## src/rtl/raster_pkg.sv

```systemverilog
// -----------------------------------------------------------------------------
// raster_pkg
// Shared definitions for the raster source block:
//   - FSM state encoding (IDLE=0, PRIME=1, RUN=2), kept as plain logic
//     constants so older tools and netlists see a stable 2-bit encoding.
//   - clog2(): constant ceil-log2 used to size counters and ports.
// -----------------------------------------------------------------------------
package raster_pkg;

   typedef logic [1:0] state_t;

   localparam state_t ST_IDLE  = 2'd0;
   localparam state_t ST_PRIME = 2'd1;
   localparam state_t ST_RUN   = 2'd2;

   // Ceil-log2 with a floor of 1 so a width derived from it is never zero.
   function automatic int clog2(input int value);
      int r;
      r = 0;
      while ((1 << r) < value) begin
         r = r + 1;
      end
      if (r == 0) begin
         r = 1;
      end
      return r;
   endfunction

endpackage : raster_pkg

```

## src/rtl/pixel_fifo.sv

```systemverilog
// -----------------------------------------------------------------------------
// pixel_fifo
// Synchronous FIFO holding packed RGB pixels between the upstream producer
// and the raster generator. Storage is a plain array; the head entry is read
// combinationally so the consumer can register it on the same edge it pops.
// There is no fall-through: a pixel pushed into an empty FIFO only becomes
// visible (empty=0) after the edge that stores it.
//
// Ports:
//   clock   in   rising-edge clock
//   n_rst   in   asynchronous reset, active high; empties the FIFO
//   push    in   write request (ignored while full)
//   pop     in   read request (ignored while empty)
//   wdata   in   DATA_W  pixel to store
//   rdata   out  DATA_W  pixel at the head of the FIFO
//   full    out  FIFO holds DEPTH entries
//   empty   out  FIFO holds no entries
//   count   out  clog2(DEPTH)+1 bits, current occupancy
// -----------------------------------------------------------------------------
module pixel_fifo
   import raster_pkg::*;
#(
   parameter int DEPTH  = 8,
   parameter int DATA_W = 24
) (
   input  logic                    clock,
   input  logic                    n_rst,
   input  logic                    push,
   input  logic                    pop,
   input  logic [DATA_W-1:0]       wdata,
   output logic [DATA_W-1:0]       rdata,
   output logic                    full,
   output logic                    empty,
   output logic [clog2(DEPTH):0]   count
);

   localparam int AW = clog2(DEPTH);
   localparam logic [AW:0] FULL_COUNT = (AW+1)'(DEPTH);

   logic [DATA_W-1:0] mem [DEPTH];
   logic [AW-1:0]     wr_ptr_reg;
   logic [AW-1:0]     rd_ptr_reg;
   logic [AW:0]       count_reg;
   logic              do_push;
   logic              do_pop;

   assign full    = (count_reg == FULL_COUNT);
   assign empty   = (count_reg == '0);
   assign count   = count_reg;
   assign do_push = push && !full;
   assign do_pop  = pop && !empty;
   assign rdata   = mem[rd_ptr_reg];

   // Storage carries no reset; discarding contents is done by the pointers.
   always_ff @(posedge clock) begin
      if (do_push) begin
         mem[wr_ptr_reg] <= wdata;
      end
   end

   // DEPTH is a power of two, so the pointers wrap naturally.
   always_ff @(posedge clock or posedge n_rst) begin
      if (n_rst) begin
         wr_ptr_reg <= '0;
         rd_ptr_reg <= '0;
         count_reg  <= '0;
      end else begin
         if (do_push) begin
            wr_ptr_reg <= wr_ptr_reg + 1'b1;
         end
         if (do_pop) begin
            rd_ptr_reg <= rd_ptr_reg + 1'b1;
         end
         case ({do_push, do_pop})
            2'b10:   count_reg <= count_reg + 1'b1;
            2'b01:   count_reg <= count_reg - 1'b1;
            default: count_reg <= count_reg;
         endcase
      end
   end

endmodule : pixel_fifo

```

## src/rtl/raster_source.sv

```systemverilog
// -----------------------------------------------------------------------------
// raster_source
// Transmit end of the pixel-raster interface feeding the CNN feature
// extractor. Pixels arrive over a valid/ready handshake into pixel_fifo.
// After a start request the block waits until PRIME_LEVEL pixels are queued,
// then sweeps the whole W_HEIGHT x W_WIDTH window (blanking included) one
// position per clock, never stalling. Active positions (v<HEIGHT, h<WIDTH)
// carry a popped pixel; blanking positions carry 0. An active position that
// finds the FIFO empty outputs 0 and sets the sticky underrun flag.
//
// Optional build macro RASTER_SOURCE_TEST_PATTERN_EN adds input pattern_sel:
// when 1, active pixels are synthesised as {hcnt, vcnt, hcnt^vcnt}, the FIFO
// is left untouched, underrun cannot set and PRIME is passed immediately.
//
// Ports:
//   clock        in   rising-edge clock
//   n_rst        in   asynchronous reset, active high
//   start        in   one-cycle frame request (acted on only in IDLE)
//   cont         in   sampled after the last window position; 1 = next frame
//   pattern_sel  in   (macro builds only) select generated test pattern
//   in_valid     in   upstream pixel valid
//   in_ready     out  FIFO not full
//   in_rgb       in   3*UINT_BITW packed {R,G,B}, R in MSBs
//   out_y        out  3*UINT_BITW pixel aligned with out_vcnt/out_hcnt
//   out_vcnt     out  line coordinate
//   out_hcnt     out  pixel coordinate
//   busy         out  FSM not in IDLE
//   frame_done   out  pulse with the last window position
//   underrun     out  sticky, cleared by the next accepted start
// -----------------------------------------------------------------------------
module raster_source
   import raster_pkg::*;
#(
   parameter int HEIGHT      = 4,
   parameter int WIDTH       = 4,
   parameter int W_HEIGHT    = 6,
   parameter int W_WIDTH     = 6,
   parameter int UINT_BITW   = 8,
   parameter int FIFO_DEPTH  = 8,
   parameter int PRIME_LEVEL = 4
) (
   input  logic                          clock,
   input  logic                          n_rst,
   input  logic                          start,
   input  logic                          cont,
`ifdef RASTER_SOURCE_TEST_PATTERN_EN
   input  logic                          pattern_sel,
`endif
   input  logic                          in_valid,
   output logic                          in_ready,
   input  logic [UINT_BITW*3-1:0]        in_rgb,
   output logic [UINT_BITW*3-1:0]        out_y,
   output logic [clog2(W_HEIGHT)-1:0]    out_vcnt,
   output logic [clog2(W_WIDTH)-1:0]     out_hcnt,
   output logic                          busy,
   output logic                          frame_done,
   output logic                          underrun
);

   localparam int VW = clog2(W_HEIGHT);
   localparam int HW = clog2(W_WIDTH);
   localparam int PW = UINT_BITW * 3;
   localparam int CW = clog2(FIFO_DEPTH) + 1;

   localparam logic [VW-1:0] V_LAST    = VW'(W_HEIGHT - 1);
   localparam logic [HW-1:0] H_LAST    = HW'(W_WIDTH - 1);
   localparam logic [VW-1:0] V_ACTIVE  = VW'(HEIGHT);
   localparam logic [HW-1:0] H_ACTIVE  = HW'(WIDTH);
   localparam logic [CW-1:0] PRIME_CNT = CW'(PRIME_LEVEL);

   // ---------------------------------------------------------------- FIFO
   logic          fifo_push;
   logic          fifo_pop;
   logic [PW-1:0] fifo_rdata;
   logic          fifo_full;
   logic          fifo_empty;
   logic [CW-1:0] fifo_count;

   assign fifo_push = in_valid && in_ready;
   assign in_ready  = !fifo_full;

   pixel_fifo #(
      .DEPTH  (FIFO_DEPTH),
      .DATA_W (PW)
   ) u_fifo (
      .clock (clock),
      .n_rst (n_rst),
      .push  (fifo_push),
      .pop   (fifo_pop),
      .wdata (in_rgb),
      .rdata (fifo_rdata),
      .full  (fifo_full),
      .empty (fifo_empty),
      .count (fifo_count)
   );

   // ---------------------------------------------------------------- state
   state_t        state_reg,    state_next;
   logic [VW-1:0] vcnt_reg,     vcnt_next;
   logic [HW-1:0] hcnt_reg,     hcnt_next;
   logic [PW-1:0] y_reg,        y_next;
   logic          done_reg,     done_next;
   logic          underrun_reg, underrun_next;

   // Position the raster moves to if it advances this cycle. From the
   // parked (V_LAST, H_LAST) position this is (0,0), which is how the first
   // RUN cycle lands on the origin without a special case.
   logic          h_wrap;
   logic [VW-1:0] adv_v;
   logic [HW-1:0] adv_h;
   logic          adv_active;

   assign h_wrap     = (hcnt_reg == H_LAST);
   assign adv_h      = h_wrap ? '0 : hcnt_reg + 1'b1;
   assign adv_v      = !h_wrap ? vcnt_reg :
                       ((vcnt_reg == V_LAST) ? '0 : vcnt_reg + 1'b1);
   assign adv_active = (adv_v < V_ACTIVE) && (adv_h < H_ACTIVE);

`ifdef RASTER_SOURCE_TEST_PATTERN_EN
   logic [PW-1:0] pattern_pixel;

   assign pattern_pixel = {UINT_BITW'(adv_h),
                           UINT_BITW'(adv_v),
                           UINT_BITW'(adv_h) ^ UINT_BITW'(adv_v)};
`endif

   always_comb begin
      state_next    = state_reg;
      vcnt_next     = vcnt_reg;
      hcnt_next     = hcnt_reg;
      y_next        = y_reg;
      done_next     = 1'b0;
      underrun_next = underrun_reg;
      fifo_pop      = 1'b0;

      case (state_reg)
         ST_IDLE: begin
            vcnt_next = V_LAST;
            hcnt_next = H_LAST;
            y_next    = '0;
            if (start) begin
               state_next    = ST_PRIME;
               underrun_next = 1'b0;
            end
         end

         ST_PRIME: begin
`ifdef RASTER_SOURCE_TEST_PATTERN_EN
            if (pattern_sel || (fifo_count >= PRIME_CNT)) begin
`else
            if (fifo_count >= PRIME_CNT) begin
`endif
               state_next = ST_RUN;
            end
         end

         ST_RUN: begin
            // done_reg marks that the registered position is the last of a
            // frame; that is the only place cont is looked at.
            if (done_reg && !cont) begin
               state_next = ST_IDLE;
               y_next     = '0;
            end else begin
               vcnt_next = adv_v;
               hcnt_next = adv_h;
               done_next = (adv_v == V_LAST) && (adv_h == H_LAST);
               y_next    = '0;
               if (adv_active) begin
`ifdef RASTER_SOURCE_TEST_PATTERN_EN
                  if (pattern_sel) begin
                     y_next = pattern_pixel;
                  end else
`endif
                  if (!fifo_empty) begin
                     fifo_pop = 1'b1;
                     y_next   = fifo_rdata;
                  end else begin
                     underrun_next = 1'b1;
                  end
               end
            end
         end

         default: begin
            state_next = ST_IDLE;
         end
      endcase
   end

   always_ff @(posedge clock or posedge n_rst) begin
      if (n_rst) begin
         state_reg    <= ST_IDLE;
         vcnt_reg     <= V_LAST;
         hcnt_reg     <= H_LAST;
         y_reg        <= '0;
         done_reg     <= 1'b0;
         underrun_reg <= 1'b0;
      end else begin
         state_reg    <= state_next;
         vcnt_reg     <= vcnt_next;
         hcnt_reg     <= hcnt_next;
         y_reg        <= y_next;
         done_reg     <= done_next;
         underrun_reg <= underrun_next;
      end
   end

   assign out_y      = y_reg;
   assign out_vcnt   = vcnt_reg;
   assign out_hcnt   = hcnt_reg;
   assign busy       = (state_reg != ST_IDLE);
   assign frame_done = done_reg;
   assign underrun   = underrun_reg;

endmodule : raster_source

```

## config.mk

```make
export PLATFORM = sky130hd
export DESIGN_NAME = raster_source
export DESIGN_NICKNAME = d
export VERILOG_FILES = /design/src/rtl/raster_pkg.sv /design/src/rtl/pixel_fifo.sv /design/src/rtl/raster_source.sv
export SDC_FILE = /design/constraint.sdc
export NUM_CORES = 1
export LEC_CHECK = 0
export CELL_PAD_IN_SITES_DETAIL_PLACEMENT = 2
export CELL_PAD_IN_SITES_GLOBAL_PLACEMENT = 2
export CORE_MARGIN = 10
export CORE_UTILIZATION = 49
export DETAILED_ROUTE_END_ITERATION = 10
export PLACE_DENSITY_LB_ADDON = 0.1
export SYNTH_ARGS = -nofsm -noshare
export SYNTH_HDL_FRONTEND = slang
export SYNTH_SLANG_ARGS = --single-unit
```

## constraint.sdc

```tcl
create_clock -name clock -period 6.4 [get_ports clock]
set_input_delay 0.64 -clock clock [delete_from_list [all_inputs] [get_ports clock]]
set_output_delay 0.64 -clock clock [all_outputs]
set_load 0.05 [all_outputs]
```

# Word level (Yosys, flattened, before mapping)
# Memory sizes are Yosys's and may differ from the RTL's.
# Cells that the tools add are included.
# classes
magnitude_cmp	3
reduce_logical	17
mux	29
eq_ne	15
add_sub_neg	6
# ops
operator	count
24-bit 2-to-1 mux	3
24-bit case mux with 2 select lines	1
3-bit 2-to-1 mux	5
3-bit by 1-bit adder with 3-bit output (second input constant)	4
3-bit == test (second input constant)	4
1-bit 2-to-1 mux	12
2-bit != test (second input constant)	6
3-bit case mux with 2 select lines	2
4-bit case mux with 2 select lines	1
1-bit logical AND	6
3-bit less-than comparator (second input constant)	2
2-bit 2-to-1 mux	3
2-bit case mux with 3 select lines	1
2-bit nonzero test	3
5-bit AND reduction	1
4-bit by 1-bit adder with 4-bit output (second input constant)	1
2-bit by 1-bit == test with 1-bit output (second input constant)	2
2-bit == test (second input constant)	2
4-bit == test (second input constant)	1
4-bit by 3-bit >= comparator with 1-bit output (second input constant)	1
4-bit zero test	1
4-bit by 1-bit subtractor with 4-bit output (second input constant)	1
1-bit zero test	3
3-bit AND reduction	1
3 further kinds	3
# word_totals
regBits	44
wordCells	80
mem_count	1
out_inout_bits	34
ramBits	192
# memory_table
name	depth	width	rd	rd_ports_with_merged_regs	wr	line_no	source
u_fifo.mem	8	24	1	0	1	pixel_fifo.sv:40	logic [DATA_W-1:0] mem [DEPTH];

# Longest topological paths before layout
# Gate-level depths: netlist of the first run.
# logic_depth
depth_word	11
mapped_depth	13

# By module
# From an unflattened synthesis of the first run, not the netlist that was laid out.
# unflattened
cells_unflattened	461
area_unflattened_um2	9351.5
# by_module_without_submodules
module	n_inst	cells_each	area_per_inst_um2	seq_area_each_um2
pixel_fifo	1	346	7903.8	6015.8
raster_source	1	115	1447.6	855.8

# Least setup slack after synthesis of the first run
# Ideal clock, no wire load.
# synth_path
path_kind	register to register
start	register u_fifo.count_reg[1], in the netlist u_fifo.count[1]
end	memory u_fifo.mem[0][0], enable pin
setup_ns	0.435
arrival_time_ns	3.239
stages_incl_launch_ff	6
t_required_ns	5.965
path_slack_ns	2.725
n_path_buf	1
cell_sequence	dfrtp_1 > clkbuf_1 > or4b_1 > nand2_1 > or2_2 > nor3_1
# synth_between
elab_chain_cells	6
# synth_lines
element	line_no	source
start, declared	pixel_fifo.sv:43	logic [AW:0] count_reg;
start signal, assigned	pixel_fifo.sv:75	2'b10: count_reg <= count_reg + 1'b1;
start signal, assigned	pixel_fifo.sv:76	2'b01: count_reg <= count_reg - 1'b1;
start signal, assigned	pixel_fifo.sv:77	default: count_reg <= count_reg;
4-bit == test (*)	pixel_fifo.sv:47	assign full = (count_reg == FULL_COUNT);
1-bit zero test (*)	raster_source.sv:80	assign in_ready = !fifo_full;
net in_ready	raster_source.sv:50	output logic in_ready,
1-bit logical AND	raster_source.sv:79	assign fifo_push = in_valid && in_ready;
1-bit logical AND (*)	pixel_fifo.sv:50	assign do_push = push && !full;
1-bit 2-to-1 mux (*)	pixel_fifo.sv:56	if (do_push) begin
1-bit 2-to-1 mux (implied by the code) (*)	pixel_fifo.sv:57	mem[wr_ptr_reg] <= wdata;
end, declared	pixel_fifo.sv:40	
# The timed path passes the listed nets; every way through them passes the cells marked *.

# Worst setup path in the final report of the first run
# layout_path
start	register u_fifo.count_reg[1], in the netlist u_fifo.count[1]
end	output in_ready
# layout_between
elab_chain_cells	2
# layout_lines
element	line_no
4-bit == test	pixel_fifo.sv:47
1-bit zero test	raster_source.sv:80
end, declared	raster_source.sv:50
# No other way between the ends.

==> impl_metrics.json, run 1 <==
{
  "ys_ff_latch": 236,
  "power_density_nw_per_um2": 500,
  "initial_core_util": 0.495,
  "cp_max_fo": 8,
  "synth.area.top_cells": "edfxtp_1 63%, dfrtp_1 11%, mux4_2 9.3%, mux2_2 3.2%, mux4_1 2.9%",
  "synth-edff-count": 192,
  "ctsHoldBuffers": 0,
  "cts_root_buffer": "clkbuf_16",
  "worstReg2RegStart": "out_hcnt[0]$_DFFE_PP1N_",
  "vdd_drop_max_mv": 0.298,
  "worstSetupStartpoint": "u_fifo.count[1]$_DFFE_PP0P_",
  "fin_nets": 555,
  "ys_seq_area_frac": 0.746,
  "cts_setup_buffers": 0,
  "synth_top_family_by_area": "multiplexers",
  "timing.setup.critical_path_class": "flop to output pin",
  "crit_buf_inv": 1,
  "critPathTopFamily": "buffers and inverters",
  "grt_antenna_before_repair": 0,
  "synth_mux_area_frac": 0.157,
  "post-route-min-period_ns": 3.01,
  "seq_area_um2": 6870,
  "post-place-ws_ns": 3.17,
  "vias": 4585,
  "synthXorXnorAreaFrac": 0.00856,
  "synth_flop_cell": "edfxtp_1",
  "max_stage_delay_ns": 0.75,
  "diodes": 0,
  "core_area_um2": 18600,
  "drive_gt1_frac": 0.255,
  "numPortBuffers": 62,
  "drtIter0Drc": 282,
  "final_core_util": 0.594,
  "hpwl_um": 13200,
  "ios": 63,
  "cpMaxStageDelayCell": "clkdlybuf4s50_1",
  "setup_slack_ns": 3.39,
  "grt_util_all_layers": 0.196,
  "syn2layout_area_growth_pct": 19.9,
  "slew_viol_final": 0,
  "p_leak_uw": 0.00381,
  "multi_input_area_um2": 2230,
  "syn_area_um2": 9210,
  "critPathArrivalTime_ns": 2.37,
  "path_cells": "or4b_1, clkdlybuf4s50_1",
  "die_x_um": 157,
  "drt_wl_total_um": 23400,
  "async_flop_share": 0.186,
  "first_pass_iters": 4,
  "postSynthCellCount": 445,
  "yosysTopAreaCell": "edfxtp_1",
  "grt_pass1_wl_um": 35800,
  "hold_path_class": "flop to flop",
  "setup_violations": 0,
  "synthAdderAreaFrac": 0.00680,
  "status": "finished, final reports clean",
  "tightest_slew_ns": 1.10,
  "finalCritPeriodShare": 0.471,
  "netlist.area_leader.share": 0.626,
  "clockBufferDepth": 3,
  "overflow": 0,
  "maxCapViolCount": 0,
  "worst_setup_path_start_kind": "flop",
  "synth_compound_area_frac": 0.0347,
  "cts-buffers-inserted": 26,
  "fp.dieArea_um2": 24700,
  "cts-htree-levels": 1,
  "die_y_um": 157,
  "setup_tns_ns": 0,
  "setup.worst_path.end_class": "output pin",
  "largest_reg_flops": 192,
  "rsz0062_at_grt": "false",
  "grt_max_degree": 50,
  "drtAntennaViolNets": 0,
  "avgSynthCellArea_um2": 20.7,
  "gp_congestion": 0.706,
  "cts_tree": "built",
  "wl_per_cell_um": 30.2,
  "ys_types": 45,
  "insertion_delay_ns": 0.54,
  "syn-num-nets": 479,
  "maxSlewHeadroom": 0.265,
  "synthSimpleGateAreaFrac": 0.0287,
  "finalClockSkew_ns": 0.0233,
  "required_ns": 5.76,
  "cts.sinks": 236,
  "grt_pass1_vias": 5257,
  "rows": 50,
  "finalHoldViolations": 0,
  "drc": 0,
  "fillerInstances": 1470,
  "yosysWarnings": 0,
  "vias_per_cell": 5.92,
  "clk_pin_slew_ns": 0.06,
  "fmax_ghz": 0.332,
  "worstHoldStart": "out_y[17]$_DFFE_PP0P_",
  "cts_resized": 0
}
## cell families after synthesis
kind of cell	count (synthesis)
AND/OR/NAND/NOR	50
multiplexers	77
AO/OA/AOI/OAI	42
flip-flops	236
adder cells (fa/ha/maj)	5
XOR/XNOR	9
buffers and inverters	26
## synth_stat cells, types with 2 or more instances
library cell and count:
nor3b_1 2, dfrtp_1 40, a21oi_1 5, clkbuf_1 10
nand2b_1 6, buf_2 4, nor4_1 2, mux2_2 26
buf_4 3, o41ai_1 2, nand3_1 3, or2_2 2
o21ai_0 6, xor2_1 5, inv_1 3, xnor2_1 4
mux4_2 38, mux4_1 10, nor3_1 4, nor2b_1 2
dfstp_2 4, a22o_1 24, edfxtp_1 192, nand2_1 6
ha_1 5, buf_6 3, nor2_1 16
## placed cells by master, fill, tap and decap left out, types with 9 or more instances in the layout
master / Yosys / layout
clkinv_2: 0 / 9
clkdlybuf4s50_1: 0 / 62
edfxtp_1: 192 / 192
dfrtp_1: 40 / 38
buf_4: 3 / 9
mux4_1: 10 / 10
clkbuf_16: 0 / 26
mux4_2: 38 / 38
a22o_1: 24 / 24
nor2_1: 16 / 10
mux2_2: 26 / 26
## routing by layer
layer / track usage / part of all wire / vias up
li1: - / - / 1973
met1: 0.248 / 0.41 / 2482
met2: 0.347 / 0.53 / 109
met3: 0.0319 / 0.039 / 21
met4: 0.0485 / 0.014 / 0
met5: 0 / 0 / -
## power breakdown
part           switching [uW]  total, uW  internal [uW]
clock network             639       1650           1010
logic                     980       1690            709
registers                 212       2180           1970
total                    1830       5520           3690
## cell type report
class / instances / area share
sequential: 236 / 0.623
multi-input combinational: 183 / 0.202
timing repair buffer: 71 / 0.0623
clock buffer: 29 / 0.0618
tap: 234 / 0.0265
clock inverter: 19 / 0.0242
inverter: 3 / 0.00102
## final timing paths
kind                                                         end  slack (ns)  depth (start not counted)
max in group asynchronous       u_fifo.rd_ptr_reg[0]$_DFFE_PP0P_        4.94                          2
worst min register to register             out_y[17]$_DFFE_PP0P_        0.52                          1
min in group asynchronous                   out_y[2]$_DFFE_PP0P_        0.72                          2
worst max-delay path                                    in_ready        3.39                          2
worst max register to register       u_fifo.count[2]$_DFFE_PP0P_        3.54                         10
worst min-delay path                       out_y[17]$_DFFE_PP0P_        0.52                          1
## through the flow
step / hold WS [ns] / cell area [um2] / power (uW) / cells
4_1_cts: 0.518 / 11000 / 5590 / 775
6_report: 0.515 / 11000 / 5520 / 775
2_1_floorplan: 0.479 / 9210 / 3340 / 445
3_3_place_gp: 0.491 / 10100 / 3800 / 727
5_1_grt: 0.545 / 11000 / 5760 / 775
3_5_place_dp: 0.501 / 10100 / 3900 / 727
(Power assumes the default switching activity.)
==> run 2, diff against run 1 <==
- CORE_UTILIZATION: 49 -> 41
- clock period: 6.4 -> 2.5 ns (I/O delays scaled with it)
==> impl_metrics.json, run 2 (same netlist as run 1, synthesis figures left out) <==
{
  "status": "finished, final reports clean",
  "rsz0062_at_grt": "true",
  "ctsHoldBuffers": 0,
  "p_leak_uw": 0.00390,
  "grt_pass1_vias": 5232,
  "die_x_um": 170,
  "post-route-min-period_ns": 2.38,
  "vias_per_cell": 5.46,
  "vdd_drop_max_mv": 0.860,
  "grt_antenna_before_repair": 0,
  "tightest_slew_ns": 0.642,
  "wl_per_cell_um": 26.2,
  "first_pass_iters": 4,
  "fillerInstances": 1860,
  "core_area_um2": 22000,
  "fin_nets": 571,
  "finalCritPeriodShare": 0.954,
  "fp.dieArea_um2": 28800,
  "cp_max_fo": 8,
  "maxSlewHeadroom": 0.572,
  "cts_root_buffer": "clkbuf_16",
  "placed_cell_area_um2": 10300,
  "setup_tns_ns": 0,
  "numPortBuffers": 62,
  "mostFrequentLayoutCell": "edfxtp_1",
  "r2r_cells": 10,
  "final_core_util": 0.514,
  "worst_setup_path_start_kind": "flop",
  "hold_path_class": "primary input to asynchronous set/reset pin",
  "finalClockSkew_ns": 0.0139,
  "initial_core_util": 0.419,
  "cts-buffers-inserted": 26,
  "overflow": 0,
  "drtAntennaViolNets": 0,
  "post-place-ws_ns": 0.0592,
  "critPathArrivalTime_ns": 2.85,
  "gp_congestion": 0.746,
  "largest_reg_flops": 192,
  "grt_util_all_layers": 0.153,
  "maxCapViolCount": 0,
  "holdWs_ns": 0.133,
  "grt_max_degree": 30,
  "clk_pin_slew_ns": 0.07,
  "clockBufferDepth": 3,
  "cts.sinks": 236,
  "ios": 63,
  "hpwl_um": 12600,
  "slew_viol_final": 0,
  "cts_tree": "built",
  "drt_wl_total_um": 21900,
  "grt_pass1_wl_um": 33500,
  "rows": 54,
  "fmax_ghz": 0.419,
  "vias": 4569,
  "drive_gt1_frac": 0.278,
  "drc": 0,
  "setup_slack_ns": 0.115,
  "die_y_um": 170,
  "cts-htree-levels": 1,
  "diodes": 0,
  "finalHoldViolations": 0,
  "drtIter0Drc": 275,
  "mostFrequentLayoutCells": "192 x edfxtp_1, 60 x clkdlybuf4s50_1, 38 x mux4_2, 38 x dfrtp_1",
  "setup_violations": 0,
  "power_density_nw_per_um2": 1240,
  "timing.setup.critical_path_class": "flop to flop",
  "insertion_delay_ns": 0.54,
  "stdcell_area_um2": 11300,
  "setup.worst_path.end_class": "flop",
  "required_ns": 2.97,
  "syn2layout_area_growth_pct": 22.7
}
==> run 2: path summary, 6_finish.rpt <==
kind | from | to | slack, ns
setup reg to reg | out_hcnt[2]$_DFFE_PP1N_ | u_fifo.count[2]$_DFFE_PP0P_ | 0.12
min in group clock | start | underrun$_DFFE_PP0P_ | 0.32
max in group asynchronous | n_rst | out_y[1]$_DFFE_PP0P_ | 1.81
setup / recovery | out_hcnt[2]$_DFFE_PP1N_ | u_fifo.count[2]$_DFFE_PP0P_ | 0.12
hold / removal | n_rst | out_hcnt[1]$_DFFE_PP0N_ | 0.13
hold reg to reg | out_y[16]$_DFFE_PP0P_ | out_y[16]$_DFFE_PP0P_ | 0.51
==> run 2: layout make-up <==
class / count / area, um2 / share of cell area
sequential: 236 / 6870 / 0.609
multi-input combinational: 183 / 2240 / 0.199
timing repair buffer: 87 / 905 / 0.0801
clock buffer: 36 / 748 / 0.0662
tap: 280 / 350 / 0.0310
clock inverter: 12 / 163 / 0.0144
inverter: 3 / 11.3 / 0.000997
==> run 2: layer usage <==
metal,up-vias,wire length (um),track usage
met5,-,0,0
met4,0,447,0.0420
met3,30,764,0.0250
met2,90,11200,0.266
met1,2445,9530,0.194
li1,2004,-,-
==> run 2: metrics by stage <==
stage               total power [uW]  instances
floorplan                       8610        445
global placement                9990        785
detailed placement             10200        785
CTS                            14200        833
global route                   14700        837
finish                         14000        837
==> run 2: power by group <==
group	leakage (uW)	total [uW]	switching (uW)	internal (uW)
registers	0.00231	5530	499	5030
clock network	0.000443	3970	1560	2410
logic	0.00114	4530	2510	2020
==> run 2: what timing repair did <==
action	4_1_cts	5_1_grt
pin swaps	0	3
setup buffers	0	4
cloned	0	0
setup endpoints to repair	1	2
gates resized for setup	1	4
endpoints found under the hold margin	0	0
==> run 2: critical path, cell delays in order, from the launching register on <==
cell and delay, ns:
dfstp_2 0.61, nand4b_1 0.21, mux2i_2 0.26, and4_4 0.28
ha_4 0.17, xor2_2 0.13, ha_2 0.18, a21oi_2 0.03
xor2_1 0.15, nor2_1 0.12, xor2_1 0.16
==> run 3, diff against run 2 <==
- CORE_UTILIZATION: 41 -> 44
- DONT_BUFFER_PORTS: default -> 1
- GPL_ROUTABILITY_DRIVEN: default -> 0
==> impl_metrics.json, run 3 (same netlist as run 1, synthesis figures left out) <==
{
  "status": "finished, final reports clean",
  "hold_path_class": "primary input to asynchronous set/reset pin",
  "setup.worst_path.end_class": "flop",
  "finalPower_uw": 13500,
  "crit_buf_inv": 0,
  "drt_wl_total_um": 21800,
  "post-place-ws_ns": -0.0371,
  "maxCapViolCount": 0,
  "die_x_um": 165,
  "vias": 4556,
  "first_pass_iters": 4,
  "vias_per_cell": 5.65,
  "cp_max_fo": 5,
  "path_cells": "nand4b_1, mux2i_2, and4_4, ha_4, xor2_2, ha_2, a21oi_2, xor2_1, nor2_1, xor2_1",
  "tightest_slew_ns": 0.905,
  "overflow": 0,
  "insertion_delay_ns": 0.51,
  "worstReg2RegStart": "out_hcnt[0]$_DFFE_PP1N_",
  "grt_antenna_before_repair": 1,
  "mostFrequentLayoutCells": "192 x edfxtp_1, 38 x mux4_2, 37 x dfrtp_1, 33 x buf_4, 27 x dlygate4sd3_1",
  "clk_pin_slew_ns": 0.06,
  "slew_viol_final": 0,
  "syn2layout_area_growth_pct": 19.3,
  "die_y_um": 165,
  "fmax_ghz": 0.423,
  "initial_core_util": 0.451,
  "numPortBuffers": 0,
  "finalClockSkew_ns": 0.0105,
  "maxSlewHeadroom": 0.395,
  "fillerInstances": 1757,
  "grt_pass1_vias": 5178,
  "critPathArrivalTime_ns": 2.80,
  "fp.dieArea_um2": 27100,
  "drtIter0Drc": 283,
  "rows": 52,
  "wl_per_cell_um": 27.0,
  "largest_reg_flops": 192,
  "clockBufferDepth": 3,
  "setup_violations": 0,
  "cts-htree-levels": 1,
  "core_area_um2": 20400,
  "required_ns": 2.93,
  "power_density_nw_per_um2": 1230,
  "cts_root_buffer": "clkbuf_16",
  "timing.setup.critical_path_class": "flop to flop",
  "finalCritPeriodShare": 0.947,
  "cts.sinks": 236,
  "drc": 0,
  "grt_pass1_wl_um": 33600,
  "cpMaxStageDelayCell": "dfstp_2",
  "post-route-min-period_ns": 2.37,
  "fin_nets": 552,
  "worst_setup_path_start_kind": "flop",
  "grt_max_degree": 50,
  "p_leak_uw": 0.00382,
  "cts-buffers-inserted": 25,
  "critPathTopFamily": "simple AND/OR/NAND/NOR gates",
  "mostFrequentLayoutCell": "edfxtp_1",
  "drive_gt1_frac": 0.317,
  "grt_util_all_layers": 0.166,
  "max_stage_delay_ns": 0.57,
  "hpwl_um": 13500,
  "crit_top_cell": "xor2_1",
  "ios": 63,
  "worstSetupStartpoint": "out_hcnt[0]$_DFFE_PP1N_",
  "finalHoldViolations": 0,
  "setup_slack_ns": 0.133,
  "drtAntennaViolNets": 0,
  "cts_tree": "built",
  "vdd_drop_max_mv": 0.638
}
[run 3: changes by cell type in the layout (fill, tap and decap cells not counted), moves of 2 or more]
cell             change
buf_4               +15
clkbuf_1             +2
clkbuf_8             -5
clkdlybuf4s50_1     -60
clkinv_2             +4
dlygate4sd3_1       +27
[run 3: final timing paths]
path / end / slack (ns) / cells past startpoint
worst min-delay path: underrun$_DFFE_PP0P_ / 0.16 / 2
worst max register to register: u_fifo.count[2]$_DFFE_PP0P_ / 0.13 / 10
min in group clock: out_vcnt[2]$_DFFE_PP1N_ / 0.17 / 4
worst min register to register: state_reg[0]$_DFFE_PP0P_ / 0.53 / 1
worst max-delay path: u_fifo.count[2]$_DFFE_PP0P_ / 0.13 / 10
max in group asynchronous: u_fifo.rd_ptr_reg[0]$_DFFE_PP0P_ / 1.69 / 3
[run 3: report_power, final]
group / switching [uW] / internal, uW
clock network: 1470 / 2170
logic: 2010 / 1810
registers: 1010 / 5020
total: 4480 / 9000
[run 3: area by class of cell]
cell class                 instances  area [um2]  share of cell area
timing repair buffer              69         698              0.0636
antenna                            1        2.50            0.000228
clock buffer                      32         662              0.0603
sequential                       236        6880               0.626
multi-input combinational        183        2250               0.205
inverter                           3        11.3             0.00103
tap                              270         338              0.0308
clock inverter                    13         140              0.0128
[run 3: routing by layer]
layer / wire length (um) / global-route usage
met5: 0 / 0
met4: 357 / 0.0318
met3: 1010 / 0.0353
met2: 11300 / 0.292
met1: 9100 / 0.207
[run 3: what timing repair did]
action | CTS | global route
hold endpoints to repair | 226 | 0
buffers inserted | 0 | 6
pin swaps | 1 | 4
hold buffers | 27 | 0
endpoints found under the setup margin | 1 | 25
resized for setup | 2 | 5
[run 3: metrics by stage]
stage | instances | TNS (ns) | hold slack (ns) | instance area [um2] | util
6_report | 807 | 0 | 0.159 | 11000 | 0.538
5_1_grt | 807 | -0.0152 | 0.167 | 11000 | 0.538
4_1_cts | 800 | 0 | 0.132 | 10900 | 0.534
3_5_place_dp | 728 | -0.0371 | 0.121 | 9840 | 0.482
3_3_place_gp | 728 | 0 | 0.116 | 9840 | 0.482
2_1_floorplan | 445 | -38.78 | 0.337 | 9260 | -
